File: src/rtl/pulse_stretch.sv
// pulse_stretch: per-lane event-to-pulse generator. Each one-cycle event on
// A[i] becomes a HIGH_CYC-wide pulse on Y[i] followed by at least LOW_CYC low
// cycles; events arriving while a lane is busy are queued (up to MAX_PEND)
// and replayed back-to-back, extra events are dropped and flagged in ovf.

module pulse_stretch_lane #(
  parameter int HIGH_CYC = 4,
  parameter int LOW_CYC  = 2,
  parameter int MAX_PEND = 3
) (
  input  logic clk,
  input  logic rst,
  input  logic a,
  input  logic ovf_clr,
  output logic y,
  output logic busy,
  output logic ovf
);
  localparam int CMAX = (HIGH_CYC > LOW_CYC) ? HIGH_CYC : LOW_CYC;
  localparam int CW   = $clog2(CMAX + 1);
  localparam int PW   = $clog2(MAX_PEND + 1);

  typedef enum logic [1:0] {S_IDLE, S_HIGH, S_LOW} state_e;

  state_e          state_q, state_d;
  logic [CW-1:0]   cnt_q, cnt_d;
  logic [PW-1:0]   pend_q, pend_d;
  logic            y_q, y_d;
  logic            busy_q, busy_d;
  logic            ovf_q, ovf_d;
  logic            queue_ev;
  logic            drop;

  // Event arrives while the lane cannot start a pulse next cycle: it must be
  // queued. The final LOW cycle is excluded because it frees a slot itself.
  assign queue_ev = a && ((state_q == S_HIGH) ||
                          ((state_q == S_LOW) && (cnt_q != '0)));

  // Next-state, counter, pending queue and registered output decode.
  always_comb begin
    state_d = state_q;
    cnt_d   = cnt_q;
    pend_d  = pend_q;
    drop    = 1'b0;
    unique case (state_q)
      S_IDLE: begin
        if (a) begin
          state_d = S_HIGH;
          cnt_d   = CW'(HIGH_CYC - 1);
        end
      end
      S_HIGH: begin
        if (cnt_q != '0) begin
          cnt_d = cnt_q - CW'(1);
        end else begin
          state_d = S_LOW;
          cnt_d   = CW'(LOW_CYC - 1);
        end
      end
      S_LOW: begin
        if (cnt_q != '0) begin
          cnt_d = cnt_q - CW'(1);
        end else if (pend_q != '0) begin
          // Replay a queued event; a new event refills the slot just freed.
          state_d = S_HIGH;
          cnt_d   = CW'(HIGH_CYC - 1);
          pend_d  = pend_q - PW'(1) + PW'(a);
        end else if (a) begin
          state_d = S_HIGH;
          cnt_d   = CW'(HIGH_CYC - 1);
        end else begin
          state_d = S_IDLE;
        end
      end
      default: begin
        state_d = S_IDLE;
        cnt_d   = '0;
        pend_d  = '0;
      end
    endcase

    if (queue_ev) begin
      if (pend_q < PW'(MAX_PEND)) pend_d = pend_q + PW'(1);
      else                        drop   = 1'b1;
    end

    y_d    = (state_d == S_HIGH);
    busy_d = (state_d != S_IDLE);
    // A drop in the same cycle as a clear keeps the flag set.
    ovf_d  = (ovf_q & ~ovf_clr) | drop;
  end

  // Lane state registers with synchronous reset.
  always_ff @(posedge clk) begin
    if (rst) begin
      state_q <= S_IDLE;
      cnt_q   <= '0;
      pend_q  <= '0;
      y_q     <= 1'b0;
      busy_q  <= 1'b0;
      ovf_q   <= 1'b0;
    end else begin
      state_q <= state_d;
      cnt_q   <= cnt_d;
      pend_q  <= pend_d;
      y_q     <= y_d;
      busy_q  <= busy_d;
      ovf_q   <= ovf_d;
    end
  end

  assign y    = y_q;
  assign busy = busy_q;
  assign ovf  = ovf_q;
endmodule

module pulse_stretch #(
  parameter int WIDTH    = 1,
  parameter int HIGH_CYC = 4,
  parameter int LOW_CYC  = 2,
  parameter int MAX_PEND = 3
) (
  input  logic             clk,
  input  logic             rst,
  input  logic [WIDTH-1:0] A,
  input  logic             ovf_clr,
  output logic [WIDTH-1:0] Y,
  output logic [WIDTH-1:0] busy,
  output logic [WIDTH-1:0] ovf
);
  for (genvar i = 0; i < WIDTH; i++) begin : g_lane
    pulse_stretch_lane #(
      .HIGH_CYC (HIGH_CYC),
      .LOW_CYC  (LOW_CYC),
      .MAX_PEND (MAX_PEND)
    ) u_lane (
      .clk     (clk),
      .rst     (rst),
      .a       (A[i]),
      .ovf_clr (ovf_clr),
      .y       (Y[i]),
      .busy    (busy[i]),
      .ovf     (ovf[i])
    );
  end
endmodule

File: config.mk
export PLATFORM = sky130hd
export DESIGN_NAME = pulse_stretch
export DESIGN_NICKNAME = d
export VERILOG_FILES = /design/src/rtl/pulse_stretch.sv
export SDC_FILE = /design/constraint.sdc
export NUM_CORES = 1
export LEC_CHECK = 0
export ABC_AREA = 1
export CORE_AREA = 5 5 42 44
export CTS_BUF_LIST = sky130_fd_sc_hd__clkbuf_4
export CTS_CLUSTER_DIAMETER = 200
export CTS_CLUSTER_SIZE = 28
export DETAILED_ROUTE_END_ITERATION = 10
export DIE_AREA = 0 0 47 49
export PLACE_DENSITY = 0.79
export REMOVE_ABC_BUFFERS = 1
export SYNTH_ARGS = -nofsm -noshare
export SYNTH_HDL_FRONTEND = slang
export SYNTH_SLANG_ARGS = --single-unit
File: constraint.sdc
create_clock -name clk -period 3.2 [get_ports clk]
set_input_delay 0.64 -clock clk [delete_from_list [all_inputs] [get_ports clk]]
set_output_delay 0.64 -clock clk [all_outputs]
set_load 0.1 [all_outputs]
==> results.py <==
metrics = {
    "global_route": {
        "grt_antenna_before_repair": 0,
        "grt_overflow_total": 0,
        "grt_first_pass_wirelength_um": 2020,
        "grt_start_max_net_pins": 9,
        "grtUsageTotal_pct": 11.9,
        "first_global_vias": 530,
    },
    "job": {
        "cap_violations": 0,
    },
    "yosys": {
        "netlist.top_cell.by_area": "dfxtp_1",
        "synth_seq_cells": 10,
        "ys.warnings.count": 0,
        "synth_largest_type_area_fraction_pct": 31.6,
        "synth-seq-area-share_pct": 31.6,
        "synth.lib_cells_used.distinct": 17,
        "syn-instance-count": 95,
        "top_cells_by_area_synth": "dfxtp_1, ha_1, inv_1",
        "synth_area_per_cell_um2": 6.66,
        "synth.cell_area_um2": 633,
    },
    "die": {
        "die_y_um": 49,
        "die_area_um2": 2300,
        "io-pin-count": 7,
        "initial_utilization_pct": 45.2,
        "coreArea_um2": 1400,
        "number_of_core_rows": 14,
        "die_x_um": 47,
    },
    "cells_and_area": {
        "layout-drive-gt1-share_pct": 11.5,
        "final_common_cell": "inv_1",
        "diodes": 0,
        "most-common-layout-cells": "inv_1, nand2_1, nor2_1, dfxtp_1, nand3_1",
        "final_net_count": 115,
        "finish.utilization_pct": 52.0,
        "area_added_between_synthesis_and_finish_pct": 15.0,
    },
    "power": {
        "power_density_nw_per_um2": 516,
        "sw_frac_of_total_pct": 39.5,
        "switchingPower_w": 0.000148,
        "pwr-share-seq_pct": 39.8,
        "share_of_total_power_in_combinational_logic_pct": 36.4,
        "pwr-share-clk_pct": 23.7,
        "static-leakage-power_nw": 0.360,
        "irDropWorstVdd_mv": 0.313,
        "cell_internal_pwr_w": 0.000227,
    },
    "sta": {
        "clock_skew_ns": 0.00562,
        "fin_tns_setup_ns": 0,
        "timing.slew.headroom_pct": 79.4,
        "grt_setup_unrepaired": "no",
        "clock.fmax_mhz": 519,
        "drv_slew": 0,
        "finalCritPeriodShare_pct": 60.3,
        "timing.final.crit_period_ns": 1.93,
        "worst_pin_slew_ns": 0.308,
        "setup_ws_ns": 1.27,
        "count_of_final_setup_violators": 0,
        "hold_viol_final": 0,
    },
    "clock_tree": {
        "cts.repair.resized": 0,
        "clock_tree_buffer_depth": 2,
        "post_cts.repair.setup_buffers": 0,
        "cts_buffers": 3,
        "clockRootBuffer": "clkbuf_4",
        "post_cts_hold_buffer_count": 0,
        "tritoncts": "yes",
        "clock_sink_count": 10,
        "clk-insertion-delay-late_ns": 0.26,
        "cts.htree.levels": 1,
        "cts.reportedPaths.clkPinSlew_ns": 0.06,
    },
    "detailed_routing": {
        "drt_pre_antenna_iters": 4,
        "drt_first_iter_violations": 17,
        "drtAntennaViolNets": 0,
        "mean_routed_wirelength_per_cell_um": 10.3,
        "route.vias.total": 593,
        "drc_errors": 0,
        "via_density_per_instance": 4.94,
        "wl_um": 1240,
    },
    "critical_path": {
        "cp.arrival_ns": 2.09,
        "worst-endpoint-required_ns": 3.36,
        "worstSetupEndpointType": "flop",
        "crit_path_max_fanout": 6,
        "path_class": "in -> reg",
        "critical_path.startpoint_type": "primary input",
    },
    "placement": {
        "gpl.final_weighted_congestion": 0.835,
        "io_buffer_count": 6,
        "post-dp-hpwl_um": 994,
        "place_worst_setup_slack_ns": 1.02,
    },
    "worst_hold_path": {
        "worstHoldPathType": "reg -> reg",
    },
    "run_status": {
        "outcome": "complete, no violations",
    },
}
-- critical path, stage by stage --
cell	delay, ns
clkdlybuf4s50_1	0.57
inv_1	0.17
ha_1	0.23
nand2_1	0.06
inv_1	0.05
nand3_1	0.08
nand2_1	0.05
nand3_1	0.06
nand2_1	0.04
nor2b_2	0.14
-- state kept, by name, summed over array words and instances (netlist names) --
signal / cells
g_lane.u_lane.y: 1
g_lane.u_lane.cnt_q: 3
g_lane.u_lane.busy: 1
g_lane.u_lane.state_q: 2
g_lane.u_lane.pend_q: 2
g_lane.u_lane.ovf: 1
-- final timing paths --
path | start | end | slack (ns) | cells after the start
worst min-delay path | g_lane[0].u_lane.ovf | g_lane[0].u_lane.ovf | 0.47 | 2
worst min register to register | g_lane[0].u_lane.ovf | g_lane[0].u_lane.ovf | 0.47 | 2
worst max-delay path | A | g_lane[0].u_lane.pend_q[1] | 1.27 | 10
worst max register to register | g_lane[0].u_lane.cnt_q[0] | g_lane[0].u_lane.cnt_q[1] | 1.79 | 8
-- routing by layer --
| metal | share of wire (%) | wire length, µm | track usage [%] | vias up |
|---|---|---|---|---|
| li1 | - | - | - | 320 |
| met1 | 46 | 577 | 14.0 | 262 |
| met2 | 49 | 604 | 19.0 | 11 |
| met3 | 4.8 | 59 | 5.54 | 0 |
| met4 | 0 | 0 | 2.76 | 0 |
| met5 | 0 | 0 | 0 | - |
-- layout make-up --
cell class                 instances  area (µm²)
multi-input combinational         66         362
clock inverter                     1        3.75
tap                               16        20.0
fill                             143         673
sequential                        10         200
inverter                          18        67.6
timing repair buffer               6        52.6
clock buffer                       3        22.5
-- kinds of logic after synthesis --
kind of cell | count (synthesis) | synth area share, %
AOI/OAI and AO/OA | 14 | 12.1
DFF | 10 | 31.6
adders and majority gates | 6 | 11.9
xor gates and xnor gates | 1 | 1.38
and+or+nand+nor | 45 | 31.8
buffers and inverters | 19 | 11.3
-- power groups by stage --
stage	clock network (W)	registers (W)	logic [W]
global placement	0	0.000152	0.000134
detailed placement	0	0.000152	0.000136
global route	0.000103	0.000152	0.000153
CTS	0.0000926	0.000149	0.000137
finish	0.0000891	0.000150	0.000137
floorplan	0	0.000177	0.0000813
-- cells in the mapped netlist --
cell type,count
inv_1,18
nand2_1,15
nor2_1,13
dfxtp_1,10
nand3_1,9
a21oi_1,6
ha_1,6
o21ai_0,5
nand2_2,3
a31oi_1,2
nand4_1,2
a21oi_2,1
clkbuf_1,1
nor2_2,1
nor2b_2,1
nor3_1,1
xor2_1,1
-- metrics by stage --
step | instances | cell area (µm²) | hold WS (ns) | power (W)
after floorplan | 94 | 629 | 0.491 | 0.000258
after global routing | 120 | 728 | 0.501 | 0.000408
after global placement | 116 | 702 | 0.456 | 0.000286
after CTS | 120 | 728 | 0.480 | 0.000378
final | 120 | 728 | 0.474 | 0.000376
after detailed placement | 116 | 702 | 0.469 | 0.000288
No activity file was read; power rests on OpenSTA's default activity.
